**config.mk**
```make
export PLATFORM = sky130hd
export DESIGN_NAME = switch_debounce
export DESIGN_NICKNAME = d
export VERILOG_FILES = /design/src/rtl/switch_pkg.sv /design/src/rtl/debounce_channel.sv /design/src/rtl/switch_debounce.sv
export SDC_FILE = /design/constraint.sdc
export NUM_CORES = 1
export LEC_CHECK = 0
export BUFFER_PORTS_ARGS = -buffer_cell sky130_fd_sc_hd__buf_2
export CAP_MARGIN = 25
export CORE_MARGIN = 4
export CORE_UTILIZATION = 50
export DETAILED_ROUTE_END_ITERATION = 10
export PLACE_DENSITY_LB_ADDON = 0.15
export REMOVE_ABC_BUFFERS = 1
export SLEW_MARGIN = 10
export SYNTH_ARGS = -nofsm -noshare
export SYNTH_HDL_FRONTEND = slang
export SYNTH_HIERARCHICAL = 1
export SYNTH_SLANG_ARGS = --single-unit
```
**constraint.sdc**
```tcl
create_clock -name i_Clk -period 2.8 [get_ports i_Clk]
set_input_delay 0.56 -clock i_Clk [delete_from_list [all_inputs] [get_ports i_Clk]]
set_output_delay 0.56 -clock i_Clk [all_outputs]
set_load 0.05 [all_outputs]
```
**src/rtl/switch_pkg.sv**
```systemverilog
`default_nettype none
// ============================================================================
//  Module      : switch_pkg
//  Description : Shared types and constants for the switch debounce slice:
//                debounce FSM state encoding, default hold time and a
//                ceiling-log2 helper used to size the hold counters.
//  Revision    : 1.0 - initial release
// ============================================================================
package switch_pkg;

  // Per-channel debounce FSM states
  typedef enum logic [1:0] {
    STABLE_LOW  = 2'd0,
    COUNT_HIGH  = 2'd1,
    STABLE_HIGH = 2'd2,
    COUNT_LOW   = 2'd3
  } deb_state_t;

  // 10 ms hold time at a 25 MHz system clock
  localparam int c_DEBOUNCE_DEFAULT = 250000;

  // Ceiling log2; returns 0 for values of 0 or 1
  function automatic int clog2(input int value);
    int result;
    int rem;
    result = 0;
    rem    = value - 1;
    while (rem > 0) begin
      result = result + 1;
      rem    = rem >> 1;
    end
    return result;
  endfunction

endpackage : switch_pkg
`default_nettype wire

```
**src/rtl/debounce_channel.sv**
```systemverilog
`default_nettype none
// ============================================================================
//  Module      : debounce_channel
//  Description : One switch channel: two-flop synchronizer, four-state
//                debounce FSM with a hold-time counter, registered level and
//                single-cycle press/release pulses.
//  Revision    : 1.0 - initial release
// ============================================================================
module debounce_channel
  import switch_pkg::*;
#(
  parameter int DEBOUNCE_CYCLES = c_DEBOUNCE_DEFAULT
) (
  input  logic i_Clk,
  input  logic i_Rst_L,
  input  logic i_Raw,
  output logic o_Level,
  output logic o_Press,
  output logic o_Release
);

  // Counter must hold DEBOUNCE_CYCLES-1; sized on DEBOUNCE_CYCLES+1 for headroom
  localparam int                 c_CNT_W    = clog2(DEBOUNCE_CYCLES + 1);
  localparam logic [c_CNT_W-1:0] c_CNT_LAST = c_CNT_W'(DEBOUNCE_CYCLES - 1);
  localparam logic [c_CNT_W-1:0] c_CNT_ONE  = c_CNT_W'(1);
  localparam logic [c_CNT_W-1:0] c_CNT_ZERO = '0;

  logic               r_sync1;
  logic               r_sync2;
  deb_state_t         r_state;
  logic [c_CNT_W-1:0] r_count;
  logic               r_level;
  logic               r_press;
  logic               r_release;

  deb_state_t         w_state_nx;
  logic [c_CNT_W-1:0] w_count_nx;
  logic               w_level_nx;
  logic               w_press_nx;
  logic               w_release_nx;

  // Bring the asynchronous pin into the clock domain
  always_ff @(posedge i_Clk or negedge i_Rst_L) begin
    if (!i_Rst_L) begin
      r_sync1 <= 1'b0;
      r_sync2 <= 1'b0;
    end else begin
      r_sync1 <= i_Raw;
      r_sync2 <= r_sync1;
    end
  end

  // FSM state, hold counter and registered outputs
  always_ff @(posedge i_Clk or negedge i_Rst_L) begin
    if (!i_Rst_L) begin
      r_state   <= STABLE_LOW;
      r_count   <= c_CNT_ZERO;
      r_level   <= 1'b0;
      r_press   <= 1'b0;
      r_release <= 1'b0;
    end else begin
      r_state   <= w_state_nx;
      r_count   <= w_count_nx;
      r_level   <= w_level_nx;
      r_press   <= w_press_nx;
      r_release <= w_release_nx;
    end
  end

  // Next-state logic: any disagreement during a count restarts from stable
  always_comb begin
    w_state_nx   = r_state;
    w_count_nx   = r_count;
    w_level_nx   = r_level;
    w_press_nx   = 1'b0;
    w_release_nx = 1'b0;
    case (r_state)
      STABLE_LOW: begin
        if (r_sync2) begin
          w_state_nx = COUNT_HIGH;
          w_count_nx = c_CNT_ONE;
        end
      end
      COUNT_HIGH: begin
        if (!r_sync2) begin
          w_state_nx = STABLE_LOW;
          w_count_nx = c_CNT_ZERO;
        end else if (r_count == c_CNT_LAST) begin
          w_state_nx = STABLE_HIGH;
          w_count_nx = c_CNT_ZERO;
          w_level_nx = 1'b1;
          w_press_nx = 1'b1;
        end else begin
          w_count_nx = r_count + c_CNT_ONE;
        end
      end
      STABLE_HIGH: begin
        if (!r_sync2) begin
          w_state_nx = COUNT_LOW;
          w_count_nx = c_CNT_ONE;
        end
      end
      COUNT_LOW: begin
        if (r_sync2) begin
          w_state_nx = STABLE_HIGH;
          w_count_nx = c_CNT_ZERO;
        end else if (r_count == c_CNT_LAST) begin
          w_state_nx   = STABLE_LOW;
          w_count_nx   = c_CNT_ZERO;
          w_level_nx   = 1'b0;
          w_release_nx = 1'b1;
        end else begin
          w_count_nx = r_count + c_CNT_ONE;
        end
      end
      default: begin
        w_state_nx = STABLE_LOW;
        w_count_nx = c_CNT_ZERO;
        w_level_nx = 1'b0;
      end
    endcase
  end

  assign o_Level   = r_level;
  assign o_Press   = r_press;
  assign o_Release = r_release;

endmodule : debounce_channel
`default_nettype wire

```
**src/rtl/switch_debounce.sv**
```systemverilog
`default_nettype none
// ============================================================================
//  Module      : switch_debounce
//  Description : Debounces NUM_SW raw push-switches into clean levels plus
//                press/release pulses, and flags any press this cycle.
//  Revision    : 1.0 - initial release
// ============================================================================
module switch_debounce
  import switch_pkg::*;
#(
  parameter int NUM_SW          = 4,
  parameter int DEBOUNCE_CYCLES = c_DEBOUNCE_DEFAULT
) (
  input  logic              i_Clk,
  input  logic              i_Rst_L,
  input  logic [NUM_SW-1:0] i_Switch,
  output logic [NUM_SW-1:0] o_Switch,
  output logic [NUM_SW-1:0] o_Press,
  output logic [NUM_SW-1:0] o_Release,
  output logic              o_Any_Press
);

  // One independent debouncer per switch
  for (genvar gi = 0; gi < NUM_SW; gi++) begin : g_channel
    debounce_channel #(
      .DEBOUNCE_CYCLES(DEBOUNCE_CYCLES)
    ) u_channel (
      .i_Clk    (i_Clk),
      .i_Rst_L  (i_Rst_L),
      .i_Raw    (i_Switch[gi]),
      .o_Level  (o_Switch[gi]),
      .o_Press  (o_Press[gi]),
      .o_Release(o_Release[gi])
    );
  end

  // Press pulses are already registered, so the OR adds no latency
  assign o_Any_Press = |o_Press;

endmodule : switch_debounce
`default_nettype wire

```
### Yosys cells after proc, flatten, opt, wreduce, memory -nomap -nowiden

Cells that the tools add are included.

| cells by class | value |
|---|---|
| add/sub/neg operators | 4 |
| equality and inequality tests | 48 |
| mux-type cells | 92 |
| reduce and logical (&&, ||, !) cells | 21 |

Operators with widths:

| cell | number |
|---|---|
| 18-bit 2-to-1 mux | 20 |
| 18-bit one-hot mux with 4 select lines | 4 |
| 18-bit by 1-bit adder with 18-bit output (second input constant) | 4 |
| 18-bit == test (second input constant) | 4 |
| 2-bit 2-to-1 mux | 24 |
| 1-bit 2-to-1 mux | 36 |
| 2-bit by 1-bit != test with 1-bit output (second input constant) | 16 |
| 2-bit one-hot mux with 4 select lines | 4 |
| 5-bit AND reduction | 4 |
| 2-bit == test (second input constant) | 8 |
| 2-bit != test (second input constant) | 8 |
| 4-bit AND reduction | 4 |
| 3-bit by 1-bit != test with 1-bit output (second input constant) | 4 |
| 3-bit != test (second input constant) | 4 |
| 2-bit by 1-bit == test with 1-bit output (second input constant) | 4 |
| 2-bit logical NOT | 4 |
| 1-bit one-hot mux with 2 select lines | 4 |
| 2-bit AND reduction | 4 |
| 2-bit nonzero test | 4 |
| 4-bit OR reduction | 1 |

| word-level totals | value |
|---|---|
| bits in registers | 100 |
| output and inout bits | 13 |

### Logic depth before layout (Yosys ltp)

| depth | value |
|---|---|
| depth after elaboration | 4 |
| gate-level depth with buffers | 8 |

### Cells and area by module

Netlist, hierarchy kept.

By module, submodules not included:

| module | instances | cells each | area an instance (µm²) | seq. area each (µm²) |
|---|---|---|---|---|
| debounce_channel at g_channel[0].u_channel ... | 3 | 138 | 1,296.2 | 625.6 |
| debounce_channel at g_channel[3].u_channel | 1 | 130 | 1,271.2 | 625.6 |
| switch_debounce | 1 | 1 | 7.5 | 0.0 |

### Worst setup path after synthesis

OpenSTA, ideal clock, no wires.

| path | value |
|---|---|
| path type | register -> register |
| from | register g_channel[3].u_channel.r_count[10] |
| to | register g_channel[3].u_channel.r_count[11] |
| setup time | 0.121 ns |
| data arrival time | 1.826 ns |
| data required time | 2.679 ns |
| path slack | 0.853 ns |
| cell stages (with the launch flop) | 7 |
| buffers on the path | 1 |
| period minus slack after synthesis | 1.947 ns |
| cell sequence | dfrtp_1 -> or4b_4 -> nor4_4 -> a21oi_2 -> buf_6 -> a21o_1 -> a22o_1 |

| between the ends | value |
|---|---|
| word-level cells in the longest chain between the ends | 4 |

Ends and longest elaborated chain:

| item | RTL line | RTL |
|---|---|---|
| start, declared | debounce_channel.sv:31 | `logic [c_CNT_W-1:0] r_count;` |
| start signal, assigned | debounce_channel.sv:57 | `r_count <= c_CNT_ZERO;` |
| start signal, assigned | debounce_channel.sv:63 | `r_count <= w_count_nx;` |
| 18-bit by 1-bit adder with 18-bit output / 18-bit == test (equally long branches) | - |  |
| 18-bit 2-to-1 mux * | debounce_channel.sv:88, debounce_channel.sv:107 |  |
| 18-bit 2-to-1 mux, on equally long branches | debounce_channel.sv:104, debounce_channel.sv:85 |  |
| 18-bit one-hot mux with 4 select lines * | debounce_channel.sv:77 | `case (r_state)` |

Mark *: on every way between the ends. The rest lies on a longest branch, timed or not.
A chain may end at the register's enable or synchronous reset.

### Worst setup path in the final report

Ends and elaborated chain as after synthesis.

==> impl_metrics.env <==
export IMPL_htreeDepth=3
export IMPL_postCtsHoldBufs=0
export IMPL_start_util=0.521
export IMPL_dp_hpwl_um=6900
export IMPL_nets=577
export IMPL_fin_skew_ps=8.76
export IMPL_pin_count=19
export IMPL_criticalPathCategory="reg2reg"
export IMPL_nFillCells=900
export IMPL_grt_pass1_wl_um=18200
export IMPL_drt_wl_total_um=10000
export IMPL_gp_congestion=0.828
export IMPL_status="finished, final reports clean"
export IMPL_endpoint_kind="flop"
export IMPL_worst_pin_slew_ps=715
export IMPL_required_ps=3050
export IMPL_antenna_cells=0
export IMPL_cts_buffer_depth=2
export IMPL_avgViaCountPerCell=5.78
export IMPL_min_path_type="in2async"
export IMPL_ys_seq_area_frac=0.484
export IMPL_antenna_found_initial=0
export IMPL_hold_violations=0
export IMPL_die_w_um=110
export IMPL_dr_first_iter_drc_count=268
export IMPL_slew_violations=0
export IMPL_clkTransAtPathRegs_ps=90
export IMPL_drc_errors=0
export IMPL_maxCapViolCount=0
export IMPL_synthArstFlopShare=1.00
export IMPL_post_cts_buffers=0
export IMPL_timing_rr_end="g_channel[3].u_channel/r_count[11]$_DFFE_PN0P_"
export IMPL_synthCells=545
export IMPL_rr_startpoint="g_channel[3].u_channel/r_count[10]$_DFFE_PN0P_"
export IMPL_grt_pass1_vias=3920
export IMPL_clkSinkCount=100
export IMPL_ir_drop_mv=0.277
export IMPL_power_density_nw_per_um2=462
export IMPL_min_period_ps=2240
export IMPL_synth_warning_count=6
export IMPL_yosysUniqueCellTypes=53
export IMPL_synth_edff_count=0
export IMPL_area_growth_pct=8.35
export IMPL_cts_buffers=9
export IMPL_worstSetupStartpointType="flop"
export IMPL_die_height_um=110
export IMPL_netlist_area_um2=5170
export IMPL_layout_drive_gt1_share=0.126
export IMPL_first_pass_iters=4
export IMPL_root_buffer="clkbuf_8"
export IMPL_cts_tree="yes"
export IMPL_rrSetupSlack_ps=560
export IMPL_die_area_um2=12000
export IMPL_core_area_um2=9910
export IMPL_tns_ps=0
export IMPL_critPathArrivalTime_ps=2480
export IMPL_post_cts_resized=0
export IMPL_crit_path_max_fanout=18
export IMPL_numPortBuffers=18
export IMPL_routed_via_count=4078
export IMPL_yosys_register_bits=100
export IMPL_ff2ff_path_depth=6
export IMPL_period_share=0.799
export IMPL_row_count=36
export IMPL_final_antenna_net_count=0
export IMPL_gr_total_overflow=0
export IMPL_finalSetupViolCount=0
export IMPL_finish_utilization=0.565
export IMPL_synth_ff_type="dfrtp_1"
export IMPL_clk_latency_ps=360
export IMPL_power_leakage_nw=2.37
export IMPL_max_freq_ghz=0.447
export IMPL_maxSlewHeadroom=0.520
export IMPL_wire_per_inst_um=14.2
export IMPL_syn_area_per_cell_um2=9.48
export IMPL_rsz0062_at_grt="false"
export IMPL_grt_use_total=0.188
export IMPL_grt_max_degree=58
[final cells by class]
cell class	count	area, µm²	area share
flip-flops and latches	100	2500	0.447
inverters	24	90.1	0.0161
clock inverters	5	62.6	0.0112
multi-input cells	408	2490	0.444
well taps	133	166	0.0297
repair buffers	24	158	0.0282
clock buffers	11	131	0.0235
[layout by cell type, fill, tap and decap left out, types with 4 or more instances in the layout]
cell type  netlist  final
and2_1          10     10
mux2i_1          5      5
a41oi_1          4      4
buf_2            3     17
nor4_1           6      6
or3_1           25     25
a21o_1           4      4
dfrtp_1        100    100
nand4_1         14     14
buf_4            3      5
nor3_1          19     19
nand3_1         42     42
ha_1             4      4
a31oi_1         16     16
a22o_1           7      7
nand2_1         71     71
xor2_1           4      4
o21ai_1          7      7
inv_1           24     24
nor2_1          32     32
nand2b_1         4      4
a21oi_1         31     31
and3_1           6      6
o21ai_0         38     38
clkbuf_8         0      9
[cell usage after synthesis (4+ instances only)]
cell type,n,area share
dfrtp_1,100,0.48
nand2_1,71,0.052
nand3_1,42,0.041
o21ai_0,38,0.037
nor2_1,32,0.023
a21oi_1,31,0.030
or3_1,25,0.030
inv_1,24,0.017
nor3_1,19,0.018
a31oi_1,16,0.019
nand4_1,14,0.017
and2_1,10,0.012
a22o_1,7,0.012
o21ai_1,7,0.0068
and3_1,6,0.0073
nor4_1,6,0.0073
mux2i_1,5,0.0097
a21o_1,4,0.0058
a41oi_1,4,0.0068
clkbuf_1,4,0.0029
ha_1,4,0.0097
nand2b_1,4,0.0048
xor2_1,4,0.0068
[flip-flops by register name (all words and copies together) (netlist names), named ones only]
register / count
g_channel.u_channel/o_Level: 4
g_channel.u_channel/o_Press: 4
g_channel.u_channel/o_Release: 4
g_channel.u_channel/r_count: 72
g_channel.u_channel/r_state: 4
g_channel.u_channel/r_sync1: 4
g_channel.u_channel/r_sync2: 4
[per-stage QoR]
step / worst slack (ps) / power [W] / instance area (µm²) / cells / hold slack, ps
floorplan: 751 / 0.00163 / 5080 / 532 / 264
CTS: 446 / 0.00263 / 5580 / 704 / 203
global route: 457 / 0.00271 / 5600 / 705 / 219
finish: 564 / 0.00259 / 5600 / 705 / 191
global placement: 569 / 0.00170 / 5390 / 688 / 333
detailed placement: 466 / 0.00171 / 5390 / 688 / 335
[where the power goes]
| group | internal [W] | switching (W) |
|---|---|---|
| logic | 0.0000643 | 0.000110 |
| registers | 0.00147 | 0.0000313 |
| clock network | 0.000417 | 0.000492 |
[cells by family (layout without fill, tap and decap cells)]
group                    after synthesis  after routing  share of synthesized area
AND/OR/NAND/NOR                      257            257                      0.270
AO/OA/AOI/OAI                        132            132                      0.170
flip-flops                           100            100                      0.484
buffers and inverters                 37             64                     0.0341
multiplexers                           8              8                     0.0162
XOR/XNOR                               7              7                     0.0162
adder cells (fa/ha/maj)                4              4                    0.00969
[worst max-delay path: stages (launching register included)]
cell and delay (ps):
dfrtp_1 430, or4b_4 560, nor4_4 330, a21oi_2 220, buf_8 210, a21o_1 160, a22o_1 230
[worst max-delay path by stage]
stage / cells past startpoint / slack (ps) / start / to
6_report: 6 / 560 / g_channel[3].u_channel/r_count[10]$_DFFE_PN0P_ / g_channel[3].u_channel/r_count[11]$_DFFE_PN0P_
5_1_grt: 6 / 460 / g_channel[3].u_channel/r_count[10]$_DFFE_PN0P_ / g_channel[3].u_channel/r_count[11]$_DFFE_PN0P_
4_1_cts: 6 / 450 / g_channel[3].u_channel/r_count[0]$_DFFE_PN0P_ / g_channel[3].u_channel/r_count[15]$_DFFE_PN0P_
3_5_place_dp: 6 / 470 / g_channel[3].u_channel/r_count[0]$_DFFE_PN0P_ / g_channel[3].u_channel/r_count[15]$_DFFE_PN0P_
3_3_place_gp: 6 / 570 / g_channel[3].u_channel/r_count[0]$_DFFE_PN0P_ / g_channel[3].u_channel/r_count[15]$_DFFE_PN0P_
2_1_floorplan: 5 / 750 / g_channel[3].u_channel/r_count[10]$_DFFE_PN0P_ / g_channel[3].u_channel/r_count[11]$_DFFE_PN0P_
[routing by layer]
layer | global-route usage | vias to the layer above | routed length, µm
met5 | 0 | - | 0
met4 | 0.0766 | 0 | 167
met3 | 0.0335 | 14 | 356
met2 | 0.275 | 79 | 4380
met1 | 0.276 | 1942 | 5130
li1 | - | 2043 | -
(Power assumes the default switching activity.)
